**src/rtl/regfile_wb_arbiter_pkg.sv**
```systemverilog
// Shared definitions for the register-file writeback arbiter and its scoreboard.
// Holds the default widths, the requester indices and the writeback-request type.
package regfile_wb_arbiter_pkg;

    localparam int DEF_BITS       = 32;
    localparam int DEF_WORD_DEPTH = 32;
    localparam int DEF_ADDR_WIDTH = 5;

    localparam logic REQ_ALU = 1'b0;
    localparam logic REQ_LSU = 1'b1;

    typedef struct packed {
        logic                      valid;
        logic [DEF_ADDR_WIDTH-1:0] addr;
        logic [DEF_BITS-1:0]       data;
    } wb_req_t;

endpackage

```
**src/rtl/regfile_wb_arbiter_scoreboard.sv**
```systemverilog
// Pending-write scoreboard: one busy bit per architectural register, set on issue,
// cleared when the register file latches the write, wiped on flush.
module regfile_scoreboard
    import regfile_wb_arbiter_pkg::*;
#(
    parameter int WORD_DEPTH = DEF_WORD_DEPTH,
    parameter int ADDR_WIDTH = DEF_ADDR_WIDTH
) (
    input  logic                  clk,
    input  logic                  reset_n,
    input  logic                  set_en,
    input  logic [ADDR_WIDTH-1:0] set_addr,
    input  logic                  clr_en,
    input  logic [ADDR_WIDTH-1:0] clr_addr,
    input  logic                  flush,
    input  logic [ADDR_WIDTH-1:0] rs1,
    input  logic [ADDR_WIDTH-1:0] rs2,
    output logic                  busy1,
    output logic                  busy2
);

    logic [WORD_DEPTH-1:0] r_busy;
    logic [WORD_DEPTH-1:0] w_busy_nxt;

    // Set is applied after clear so a new producer to the same register stays outstanding.
    always_comb begin
        w_busy_nxt = r_busy;
        for (int i = 1; i < WORD_DEPTH; i++) begin
            if (clr_en && (clr_addr == i[ADDR_WIDTH-1:0])) w_busy_nxt[i] = 1'b0;
            if (set_en && (set_addr == i[ADDR_WIDTH-1:0])) w_busy_nxt[i] = 1'b1;
        end
        w_busy_nxt[0] = 1'b0;
        if (flush) w_busy_nxt = '0;
    end

    always_ff @(posedge clk or negedge reset_n) begin
        if (!reset_n) r_busy <= '0;
        else          r_busy <= w_busy_nxt;
    end

    always_comb begin
        busy1 = 1'b0;
        busy2 = 1'b0;
        for (int i = 1; i < WORD_DEPTH; i++) begin
            if (rs1 == i[ADDR_WIDTH-1:0]) busy1 = r_busy[i];
            if (rs2 == i[ADDR_WIDTH-1:0]) busy2 = r_busy[i];
        end
    end

endmodule

```
**src/rtl/regfile_wb_arbiter.sv**
```systemverilog
// Round-robin arbiter sharing the register-file write port between the ALU and LSU,
// with a registered write port and a RAW-hazard scoreboard for decode.
module regfile_wb_arbiter
    import regfile_wb_arbiter_pkg::*;
#(
    parameter int BITS       = DEF_BITS,
    parameter int WORD_DEPTH = DEF_WORD_DEPTH,
    parameter int ADDR_WIDTH = DEF_ADDR_WIDTH
) (
    input  logic                  clk,
    input  logic                  reset_n,
    input  logic                  req0_valid,
    input  logic [ADDR_WIDTH-1:0] req0_addr,
    input  logic [BITS-1:0]       req0_data,
    output logic                  req0_ready,
    input  logic                  req1_valid,
    input  logic [ADDR_WIDTH-1:0] req1_addr,
    input  logic [BITS-1:0]       req1_data,
    output logic                  req1_ready,
    input  logic                  issue_valid,
    input  logic [ADDR_WIDTH-1:0] issue_rd,
    input  logic                  flush,
    input  logic [ADDR_WIDTH-1:0] rs1,
    input  logic [ADDR_WIDTH-1:0] rs2,
    output logic                  busy1,
    output logic                  busy2,
    output logic                  wen,
    output logic [ADDR_WIDTH-1:0] aw,
    output logic [BITS-1:0]       d
);

    logic                  r_last;
    logic                  r_wen;
    logic [ADDR_WIDTH-1:0] r_aw;
    logic [BITS-1:0]       r_d;

    wb_req_t w_req0;
    wb_req_t w_req1;
    wb_req_t w_win;
    logic    w_xfer;

    assign w_req0 = {req0_valid, req0_addr, req0_data};
    assign w_req1 = {req1_valid, req1_addr, req1_data};

    assign req0_ready = req0_valid & (~req1_valid | (r_last == REQ_LSU));
    assign req1_ready = req1_valid & (~req0_valid | (r_last == REQ_ALU));
    assign w_xfer     = req0_ready | req1_ready;
    assign w_win      = req1_ready ? w_req1 : w_req0;

    // Writes to x0 are accepted but never reach the register file.
    always_ff @(posedge clk or negedge reset_n) begin
        if (!reset_n) begin
            r_last <= REQ_LSU;
            r_wen  <= 1'b0;
            r_aw   <= '0;
            r_d    <= '0;
        end else if (w_xfer) begin
            r_last <= req1_ready ? REQ_LSU : REQ_ALU;
            r_wen  <= w_win.valid & (w_win.addr != '0);
            r_aw   <= w_win.addr;
            r_d    <= w_win.data;
        end else begin
            r_wen  <= 1'b0;
        end
    end

    assign wen = r_wen;
    assign aw  = r_aw;
    assign d   = r_d;

    regfile_scoreboard #(
        .WORD_DEPTH (WORD_DEPTH),
        .ADDR_WIDTH (ADDR_WIDTH)
    ) u_scoreboard (
        .clk      (clk),
        .reset_n  (reset_n),
        .set_en   (issue_valid),
        .set_addr (issue_rd),
        .clr_en   (r_wen),
        .clr_addr (r_aw),
        .flush    (flush),
        .rs1      (rs1),
        .rs2      (rs2),
        .busy1    (busy1),
        .busy2    (busy2)
    );

endmodule
```
**config.mk**
```make
export PLATFORM = sky130hd
export DESIGN_NAME = regfile_wb_arbiter
export DESIGN_NICKNAME = d
export VERILOG_FILES = /design/src/rtl/regfile_wb_arbiter_pkg.sv /design/src/rtl/regfile_wb_arbiter_scoreboard.sv /design/src/rtl/regfile_wb_arbiter.sv
export SDC_FILE = /design/constraint.sdc
export NUM_CORES = 1
export LEC_CHECK = 0
export ABC_AREA = 1
export BUFFER_PORTS_ARGS = -buffer_cell sky130_fd_sc_hd__buf_2
export CAP_MARGIN = 20
export CORE_MARGIN = 2
export CORE_UTILIZATION = 45
export CTS_CLUSTER_SIZE = 40
export DETAILED_ROUTE_END_ITERATION = 8
export MAX_ROUTING_LAYER = met4
export PLACE_DENSITY = 0.72
export SLEW_MARGIN = 25
export SYNTH_ARGS = -nofsm -noshare
export SYNTH_HDL_FRONTEND = slang
export SYNTH_SLANG_ARGS = --single-unit
```
**constraint.sdc**
```tcl
create_clock -name clk -period 4.8 [get_ports clk]
set_input_delay 0.72 -clock clk [delete_from_list [all_inputs] [get_ports clk]]
set_output_delay 0.72 -clock clk [all_outputs]
set_load 0.05 [all_outputs]
```
After elaboration in Yosys (flattened, before gate mapping)
Index checks and enable logic that the tools add are counted.
Storage, ports and cells
  flip-flop bits (word level): 70
  latch bits: 0
  memory bits (writable): 0
  ROM bits: 0
  input bits: 95
  output and inout port bits: 42
  logic and storage cells: 390
  memories: 0
Cells by class
  add/sub/neg operators: 0
  $mul: 0
  div/mod/pow operators: 0
  magnitude comparators: 0
  eq/ne operators: 124
  shift-type cells: 0
  mux-type cells: 128
  bitwise logic cells: 9
  reductions and logical operators: 94
Operator list (count)
  == test 5 bit, second input constant: 64
  == test 5 x 4 -> 1 bit, second input constant: 32
  2-to-1 mux 1 bit: 126
  nonzero test 3 bit: 31
  == test 5 x 3 -> 1 bit, second input constant: 16
  logical AND 1 bit: 62
  == test 5 x 2 -> 1 bit, second input constant: 8
  2-to-1 mux 38 bit: 1
  2-to-1 mux 32 bit: 1
  == test 5 x 1 -> 1 bit, second input constant: 4
  nonzero test 5 bit: 1
  bitwise AND 1 bit: 3
  NOT 1 bit: 3
  OR 1 bit: 3

Logic depth before layout (Yosys ltp)
  depth in word-level cells: 32
  depth in mapped cells: 20
  depth with buffers taken out: 20

Modules after synthesis
A second synthesis with hierarchy kept.
Second synthesis, totals
  cells, all modules: 612
  area total of the unflattened synthesis: 4252.8 µm²
By module, submodules not included
  regfile_scoreboard: times used 1, cells an instance 388, area an instance 2411.1 µm², seq. area each 775.7 µm²
  regfile_wb_arbiter: times used 1, cells an instance 224, area an instance 1841.8 µm², seq. area each 977.2 µm²

Least setup slack after synthesis
No wires, ideal clock.
  kind: in2out
  start: in rs1[4]
  end: out busy1
  arrival: 2479 ps
  data required time: 4080 ps
  slack: 1601 ps
  cell stages on the path: 15
  buffers on the path: 1
  path through: buf_2 nor4_1 nor2_2 nand2_1 nand3_1 nand2_1 nand4_1 nor2_1 nand4_1 nor2_1 nand4_1 nand2_1 nand4_1 nor2_1 nand4_1
On the way
  longest elaborated chain between the ends: 32
  elaborated cells between the ends (all ways): 62
  classes of those cells: 31 x eq/ne; 31 x mux
RTL lines
  start: declaration: line regfile_wb_arbiter.sv:23  | input logic [ADDR_WIDTH-1:0] rs1,
  == test 5 x 1 -> 1 bit: line regfile_wb_arbiter_scoreboard.sv:45  | if (rs1 == i[ADDR_WIDTH-1:0]) busy1 = r_busy[i];
  2-to-1 mux 1 bit (30 in a row): line regfile_wb_arbiter_scoreboard.sv:45
  2-to-1 mux 1 bit *: line regfile_wb_arbiter_scoreboard.sv:45
  end: declaration: line regfile_wb_arbiter.sv:25  | output logic busy1,
Every way passes the cells marked *; elsewhere a longest branch is shown, timed or not.

Worst setup path after layout
  start: in rs2[2]
  end: out busy2
On the way
  longest elaborated chain between the ends: 32
  elaborated cells between the ends (all ways): 62
  classes of those cells: 31 x eq/ne; 31 x mux
RTL lines
  start: declaration: line regfile_wb_arbiter.sv:24  | input logic [ADDR_WIDTH-1:0] rs2,
  == test 5 x 1 -> 1 bit: line regfile_wb_arbiter_scoreboard.sv:46  | if (rs2 == i[ADDR_WIDTH-1:0]) busy2 = r_busy[i];
  2-to-1 mux 1 bit (30 in a row): line regfile_wb_arbiter_scoreboard.sv:46
  2-to-1 mux 1 bit *: line regfile_wb_arbiter_scoreboard.sv:46
  end: declaration: line regfile_wb_arbiter.sv:26  | output logic busy2,
Marks and branches as above.

==> summary.txt <==
CP Buf/Inv Count = 3
IR drop worst, VDD = 0.0001965 V
Vias per inst = 5.627
Sequential area share after synthesis = 42.53%
Mapped Area = 0.004121 mm2
DRC violations left = 0
Synth Flop Type = dfrtp_1
Worst path max stage delay = 0.26 ns
Clock Latency Late Sink = 0.34 ns
Vias in the first global route = 4,471
Clock buffer depth = 2
Max Cap Viol = 0
Worst min-delay path class = input pin to asynchronous set/reset pin
Fin crit share = 71.20%
Power consumption = 1.575 mW
YS warnings = 0
Number of enable flip-flop cells after synthesis = 0
Root buf cell = clkbuf_8
First-pass GRT wire length = 22.13 mm
Final hold vios = 0
Slew of the pin with the lowest slew margin = 0.8335 ns
Routed WL = 13.56 mm
Setup TNS = 0 ns
Static leakage = 2.404 nW
Share of cells above drive strength 1 = 25.56%
Power per cell area = 311.5 mW/mm2
DRT iter0 DRCs = 344
CP Class = input pin to output port
Std cell rows = 34
Initial antenna violation count = 0
CTS H-tree lvls = 3
Area Overhead vs Synth = 22.68%
Mapped Cells = 583
Worst-case clock skew = 0.01076 ns
Crit-path leading delay family = simple AND/OR/NAND/NOR gates
Synth Area per Inst = 7.069 um2
Setup WS post-layout = 1.382 ns
Slew margin rel. = 44.38%
Largest net degree at the start of global routing = 37
TritonCTS Buffers = 9
Port bufs = 136
Syn Nets = 678
Clock-pin slew on the worst setup and hold paths = 0.08 ns
RSZ-0062 raised after global routing = no
Drt wl/cell = 16.53 um
Unique masters post-synth = 32
Initial Util = 46.80%
Sinks on the clock net = 70
Max stage delay cell, worst path = nor2_2
Total global routing overflow = 0
ANT cells = 0
# nets final = 803
Post-CTS sizing = 0
#FFs+latches synth = 70
Crit path DAT = 2.70 ns
Via count = 4,614
Full die area = 0.009940 mm2
Max FO, Critical Path = 8
DP HPWL = 10.38 mm
Design area = 0.005056 mm2
Io pins = 137
Cell Chain, Critical Path = buf_2, inv_1, nor2_2, nand2_1, nor2_1, nor2_1, nand2_1, nand4_1, nor2_1, nand4_1, nand2_1, nand4_1, nand2_1, nand4_1, nand2_1, nand4_1, nand2_1, nand4_1, nor2_1, nand3_1, buf_2
CP Capture Type = output port
Area after DPL = 0.004865 mm2
Worst setup SP type = input pin
Outcome = finished clean
Minimum clock period = 3.418 ns
DRT Pass-1 Iters = 5
DIE WIDTH = 99.70 um
GRT Total Usage = 29.00%
Pre-CTS WS = 1.428 ns
Crit path required time = 4.08 ns
Post-CTS Hold Fix Bufs = 0
Fmax = 0.2926 GHz
CTS tree = yes
Final Setup Violations = 0
Die H = 99.70 um
Core area = 0.008806 mm2
Postcts setup bufs = 0
FFs w/ async S/R, synth = 100.0%
Final ANT Viol Nets = 0
Max-slew violations = 0
RePlAce Congestion = 0.9673
[cell families (layout without fill, tap and decap cells)]
family                 Yosys count  after routing  share of synthesized area, %
AOI/OAI and AO/OA              137            137                         17.06
buffers and inverters           73            202                         6.922
and+or+nand+nor                298            298                         32.27
DFF                             70             70                         42.53
muxes                            5              5                         1.214
[Yosys cell counts (all sizes together), types with 3 or more instances]
| cell | n | share of area (%) |
|---|---|---|
| buf | 5 | 0.73 |
| inv | 47 | 4.3 |
| nor4b | 3 | 0.64 |
| clkbuf | 21 | 1.9 |
| nor2 | 90 | 9.4 |
| dfrtp | 69 | 42 |
| o21ai | 67 | 8.1 |
| nand3 | 15 | 1.8 |
| nor4 | 5 | 0.76 |
| nand4 | 38 | 5.8 |
| a21oi | 63 | 7.7 |
| nand2 | 140 | 13 |
| mux2i | 5 | 1.2 |
[metal layers]
layer	vias to the layer above	part of all wire [%]	track usage (%)
met3	44	6.5	3.795
met5	-	0	-
met1	2135	42	37.90
li1	2210	-	-
met4	0	4.6	15.17
met2	225	47	44.23
[registers in the layout, summed over array words and instances, names as in the netlist]
name,flops
r_last,1
d,32
aw,5
u_scoreboard.r_busy,31
wen,1
[worst reg2reg max path, cell delays in order, from the launching register on]
cell and delay [ns]:
dfstp_2 0.53, nand2_1 0.07, nand2_1 0.33, mux2i_1 0.32, and3_1 0.21, a31oi_1 0.07
[through the flow]
| step | utilization (%) | instances | hold WS, ns |
|---|---|---|---|
| after floorplan | - | 583 | 0.4244 |
| after global placement | 55.24 | 805 | 0.4530 |
| after detailed placement | 55.24 | 805 | 0.4682 |
| after CTS | 57.39 | 820 | 0.4774 |
| after global routing | 57.42 | 820 | 0.5071 |
| final | 57.42 | 820 | 0.4631 |
[where the power goes]
group	leakage, nW	switching (mW)	internal [mW]
combinational	1.42	0.335	0.108
clock	0.0952	0.213	0.250
sequential	0.890	0.0332	0.635
[cell type report]
cell class / instances / area, um2
clock buffers: 11 / 141.4
clock inverters: 4 / 47.55
fillers: 846 / 3750
inverters: 47 / 176.4
multi-input cells: 440 / 2092
flip-flops and latches: 70 / 1753
well taps: 108 / 135.1
repair buffers: 140 / 710.7
[cell usage in the layout (no fill, tap or decap)]
cell type | Yosys | layout
nand2_1 | 139 | 139
buf_2 | 3 | 136
nor2_1 | 81 | 79
dfrtp_1 | 69 | 69
o21ai_0 | 66 | 66
a21oi_1 | 63 | 63
nand4_1 | 38 | 38
inv_1 | 35 | 35
nand3_1 | 15 | 15
inv_2 | 12 | 12
clkbuf_8 | 0 | 10
nor2_2 | 5 | 7
nor4_1 | 5 | 5
mux2i_1 | 5 | 5
buf_4 | 0 | 4
nor2_4 | 3 | 3
nor4b_1 | 3 | 3
o211ai_1 | 2 | 2
nor3_1 | 2 | 2
a31oi_1 | 2 | 2
or2_2 | 2 | 2
clkinv_2 | 0 | 2
o2111ai_1 | 1 | 1
or4_1 | 1 | 1
or3_1 | 1 | 1
a2111oi_0 | 1 | 1
nand2_2 | 1 | 1
nor2_8 | 1 | 1
o31ai_1 | 1 | 1
o21ai_2 | 0 | 1
and3_1 | 1 | 1
clkbuf_1 | 21 | 1
bufinv_16 | 0 | 1
clkinvlp_4 | 0 | 1
dfstp_2 | 1 | 1
[final timing paths]
kind,start,endpoint,slack (ns),cells past startpoint
worst max-delay path,rs2[2],busy2,1.38,21
worst min-delay path,reset_n,d[0]$_DFFE_PN0P_,0.46,1
worst max register to register,r_last$_DFFE_PN1P_,wen$_DFF_PN0_,3.12,5
worst min register to register,r_last$_DFFE_PN1P_,r_last$_DFFE_PN1P_,0.48,2
max in group asynchronous,reset_n,u_scoreboard.r_busy[20]$_DFFE_PN0P_,3.37,2
min in group clk,r_last$_DFFE_PN1P_,r_last$_DFFE_PN1P_,0.48,2
No activity file was read; power rests on OpenSTA's default activity.
